==> config.mk <==
export PLATFORM = sky130hd
export DESIGN_NAME = gate_sweep_ctrl
export DESIGN_NICKNAME = d
export VERILOG_FILES = /design/src/rtl/gate_sweep_ctrl.sv
export SDC_FILE = /design/constraint.sdc
export NUM_CORES = 1
export LEC_CHECK = 0
export ABC_AREA = 1
export CAP_MARGIN = 25
export CORE_MARGIN = 2
export CORE_UTILIZATION = 57
export CTS_BUF_LIST = sky130_fd_sc_hd__clkbuf_2
export DETAILED_ROUTE_END_ITERATION = 7
export PLACE_DENSITY = 0.87
export SLEW_MARGIN = 20
export SYNTH_ARGS = -nofsm -noshare
export SYNTH_HDL_FRONTEND = slang
export SYNTH_SLANG_ARGS = --single-unit
export TNS_END_PERCENT = 30
==> constraint.sdc <==
create_clock -name clk -period 2.2 [get_ports clk]
set_input_delay 0.33 -clock clk [delete_from_list [all_inputs] [get_ports clk]]
set_output_delay 0.33 -clock clk [all_outputs]
set_load 0.005 [all_outputs]
==> src/rtl/gate_sweep_ctrl.sv <==
// Sequencer that walks a 3-input gate through all 8 input vectors, waits SETTLE
// cycles per vector, captures the output into a truth table and scores it.
module gate_sweep_ctrl #(
    parameter int unsigned SETTLE = 2
) (
    input  logic       clk,
    input  logic       rst_n,
    input  logic       start,
    input  logic [7:0] exp_tt,
    output logic       gate_a,
    output logic       gate_b,
    output logic       gate_c,
    input  logic       gate_o,
    output logic       busy,
    output logic       done,
    output logic [7:0] tt,
    output logic [3:0] err_cnt,
    output logic       pass,
    output logic [2:0] state_dbg   // current FSM state; 0 = IDLE
);

    typedef enum logic [2:0] {
        S_IDLE   = 3'd0,
        S_DRIVE  = 3'd1,
        S_SETTLE = 3'd2,
        S_SAMPLE = 3'd3,
        S_DONE   = 3'd4
    } state_t;

    localparam logic [3:0] SETTLE_LD = 4'(SETTLE);

    state_t     state_q, state_d;
    logic [2:0] idx_q, idx_d;
    logic [3:0] cnt_q;
    logic [7:0] exp_q;
    logic [7:0] tt_q;
    logic [3:0] err_q;
    logic       pass_q;
    logic [2:0] gate_q;
    logic       accept;
    logic       sample_en;
    logic       miss;

    // Handshake: start is a level request looked at only in IDLE; a start seen
    // there is accepted at that edge, anything seen in other states is dropped.
    always_comb begin
        state_d   = state_q;
        idx_d     = idx_q;
        accept    = 1'b0;
        sample_en = 1'b0;
        case (state_q)
            S_IDLE: begin
                if (start) begin
                    accept  = 1'b1;
                    idx_d   = 3'd0;
                    state_d = S_DRIVE;
                end
            end
            S_DRIVE:  state_d = S_SETTLE;
            S_SETTLE: begin
                if (cnt_q == 4'd1) begin
                    state_d = S_SAMPLE;
                end
            end
            S_SAMPLE: begin
                sample_en = 1'b1;
                if (idx_q == 3'd7) begin
                    state_d = S_DONE;
                end else begin
                    idx_d   = idx_q + 3'd1;
                    state_d = S_DRIVE;
                end
            end
            S_DONE:   state_d = S_IDLE;
            default:  state_d = S_IDLE;
        endcase
    end

    assign miss = (gate_o != exp_q[idx_q]);

    always_ff @(posedge clk) begin
        if (!rst_n) begin
            state_q <= S_IDLE;
            idx_q   <= 3'd0;
            cnt_q   <= 4'd0;
            exp_q   <= 8'd0;
            tt_q    <= 8'd0;
            err_q   <= 4'd0;
            pass_q  <= 1'b0;
            gate_q  <= 3'd0;
        end else begin
            state_q <= state_d;
            idx_q   <= idx_d;

            if (accept) begin
                exp_q  <= exp_tt;
                tt_q   <= 8'd0;
                err_q  <= 4'd0;
                pass_q <= 1'b0;
            end

            if (state_q == S_DRIVE) begin
                cnt_q <= SETTLE_LD;
            end else if (state_q == S_SETTLE && cnt_q != 4'd1) begin
                cnt_q <= cnt_q - 4'd1;
            end

            if (sample_en) begin
                tt_q[idx_q] <= gate_o;
                if (miss) begin
                    err_q <= err_q + 4'd1;
                end
            end

            // err_q already holds the last sample's contribution by DONE.
            if (state_q == S_DONE) begin
                pass_q <= (err_q == 4'd0);
            end

            // Gate inputs move only when a vector is launched or the sweep ends.
            if (state_d == S_DRIVE) begin
                gate_q <= idx_d;
            end else if (state_d == S_IDLE) begin
                gate_q <= 3'd0;
            end
        end
    end

    assign gate_a    = gate_q[2];
    assign gate_b    = gate_q[1];
    assign gate_c    = gate_q[0];
    assign busy      = (state_q == S_DRIVE) || (state_q == S_SETTLE) || (state_q == S_SAMPLE);
    assign done      = (state_q == S_DONE);
    assign tt        = tt_q;
    assign err_cnt   = err_q;
    assign pass      = pass_q;
    assign state_dbg = state_q;

endmodule

==> results.md <==
* Worst VDD drop at 0.431 mV
* Cts hold-fix bufs at 0
* Post-CTS repair timing setup buffer count at 0
* Worst slew margin at around two thirds
* Final Non-Filler Cells at between 200 and 300
* Max Clock Skew at between 0.01 and 0.015 ns
* Max cap viols at 0
* Nets at 273
* R2r worst-path depth at 8
* GPL Wtd Cong at approximately 0.81
* Reg-to-reg setup timing slack at about 0.57 ns
* DRT Pass-1 Iters at 6
* Hold depth at 2
* Worst hold path class: flop to flop
* Most instantiated cells after synthesis: nand2_1 (43), dfxtp_1 (34), a21oi_1 (24), inv_1 (21), nand3_1 (16)
* Fin. Hold Viols at 0
* Clock-pin transition on the worst setup and hold timing paths at roughly 0.17 ns
* First-pass GRT wire length at around 5.6 mm
* Final max-slew violation count at 0
* Worst EP arrival at around 1.7 ns
* Die H at 58.8 um
* Detail Route Antenna Nets at 0
* Area of the die at ~3500 um^2
* Setup total negative slack at 0 ns
* Root Buffer: clkbuf_2
* Tmin final at ~2 ns
* Routed vias at 1519
* First DRT Iteration DRCs at 44
* Gate Count Post-Synth at between 200 and 250
* Later-pin clock latency in the skew report at between 0.3 and 0.4 ns
* Final period utilization at 91.7%
* Die span in x at a little under 60 um
* Multi-input logic area at between 800 and 900 um^2
* Leading area contributor after synthesis: dfxtp_1
* DP Area at a little over 2000 um^2
* Starting density of the core at roughly 60%
* Sequential area share after synthesis at 39.7%
* WL/cell at approximately 12 um
* Drt total wl at roughly 3.4 mm
* Ant diodes at 0
* Cell Rows at 19
* Crit Reg-Reg Endpoint: gate_q[0]$_SDFFE_PN0P_
* Unrepaired setup endpoints after global routing: false
* Syn-to-layout area delta at 20.1%
* Cell Area, Synth at approximately 1700 um^2
* Fillers at around 230
* Power Total at approximately 1.1 mW
* Setup CP Type: flop to primary output
* Count leader, synth: nand2_1
* R2r startpoint: state_dbg[0]$_SDFF_PN0_
* Overflow after GRT at 0
* Total core area at 2810 um^2
* Worst hold endpoint: tt[2]$_SDFF_PN0_
* Post-synth EDFFs at 0
* Design Area, Final at between 2000 and 2500 um^2
* Post-Syn Nets at ~240
* Final setup vio count at 0
* Port buffer count at 32
* Sequential cell area at 682 um^2
* Slew @ Worst Pin at 0.499 ns
* Worst-path fanout max at 5
* Initial antenna violation count at 0
* Hold Crit Start: tt[2]$_SDFF_PN0_
* Status: finished, violations left
* Async S/R FF share, synth at 0%
* GR Util All Layers at between 20% and 30%
* Hpwl dp at between 2 and 2.5 mm
* Fmax at a little under 0.5 GHz
* Area share of the largest cell type after synthesis at around two fifths
* Yosys cell types at 35
* Num CTS Buffers at 5
* CTS tree: yes
* Pwr/cell area at around 550 nW/um^2
* Synth warn at 0
* Vias in the first global route at approximately 1300
* Fraction of layout cells with a size suffix above 1 at ~16%
* Cts repair resizes at 0
* #FFs+latches synth at 34
* Worst Path Required at 1.87 ns
* Synth Area per Inst at ~7.7 um^2
* Failing checks: design-rule violations
* # clock sinks at 34
* Maximum number of pins on one net before global-route repair at 31
* Synth top area cells: dfxtp_1 (40%), nand2_1 (9.4%), a21oi_1 (7.0%), nand3_1 (4.7%), inv_1 (4.6%)
* CP endpoint kind: primary output
* Placed Cells at 280
* Top_reg_cell synth: dfxtp_1
* Residual DRC at 3
* Worst Setup Start Kind: flop
* Leakage at 0.816 nW
* # H-tree levels at 2
* Via density at 5.27
* Clock buffer depth at 2
* Total I/O pin count at 33
## flip-flops by register name, indices dropped and copies added, names as in the netlist
register   flops
cnt_q          4
err_cnt        4
exp_q          8
gate_q         3
idx_q          3
pass           1
state_dbg      3
tt             8
## power by group
| part | switching, mW | internal (mW) | leakage [nW] |
|---|---|---|---|
| logic | 0.110 | 0.0768 | 0.509 |
| clock network | 0.208 | 0.0780 | 0.0304 |
| registers | 0.0171 | 0.643 | 0.277 |
## kinds of logic after synthesis
kind of cell,after synthesis,synth area share [%]
XOR/XNOR,1,0.511
AO/OA/AOI/OAI,49,16.4
AND/OR/NAND/NOR,96,29.1
buffers and inverters,39,10.6
adder cells (fa/ha/maj),5,3.65
flip-flops,34,39.7
## metal layers
| metal | wire [um] | global-route usage, % | part of all wire, % | up-vias |
|---|---|---|---|---|
| li1 | - | - | - | 804 |
| met1 | 1610 | 28.1 | 47 | 684 |
| met2 | 1570 | 32.9 | 46 | 25 |
| met3 | 161 | 6.81 | 4.7 | 6 |
| met4 | 51 | 7.79 | 1.5 | 0 |
| met5 | 0 | 0 | 0 | - |
## final cells by class
| cell class | instances | share of cell area (%) |
|---|---|---|
| multi-input cells | 151 | 41.4 |
| inverters | 31 | 5.78 |
| clock buffers | 6 | 1.46 |
| repair buffers | 33 | 15.9 |
| flip-flops and latches | 34 | 33.1 |
| clock inverters | 2 | 0.426 |
| well taps | 31 | 1.88 |
## cell usage in the layout (no fill, tap or decap), types with 2 or more instances in the layout
master,count
o21ai_0,8
nor2_2,4
nor3_1,2
nand4_1,2
inv_1,21
nand2_2,4
nand2_1,43
dfxtp_1,33
nand3_2,4
nand3_1,16
nand2_4,2
clkbuf_2,6
o21ai_1,10
inv_2,9
clkdlybuf4s50_1,32
nor2_1,13
a21oi_1,24
ha_1,5
## through the flow
step | setup WS, ns | hold slack [ns] | utilization, %
final | 0.182 | 0.468 | 73.4
after global routing | 0.0836 | 0.482 | 73.4
after CTS | 0.0690 | 0.468 | 73.3
after detailed placement | 0.441 | 0.447 | 71.9
after global placement | 0.484 | 0.441 | 71.9
after floorplan | 0.954 | 0.429 | -
## worst max-delay path, cell delays in order, from the launching register on
cell,delay [ns]
dfxtp_2,0.46
inv_2,0.08
nor3_2,0.21
clkdlybuf4s50_1,0.55
## worst max path at each step
stage,endpoint,cells after the start,start
4_1_cts,done,3,state_dbg[2]$_SDFF_PN0_
6_report,done,3,state_dbg[2]$_SDFF_PN0_
3_3_place_gp,gate_q[0]$_SDFFE_PN0P_,8,start
5_1_grt,done,3,state_dbg[2]$_SDFF_PN0_
3_5_place_dp,gate_q[0]$_SDFFE_PN0P_,8,start
2_1_floorplan,err_cnt[0]$_SDFF_PN0_,10,idx_q[0]$_SDFF_PN0_
Power figures use the tool's default switching activity.
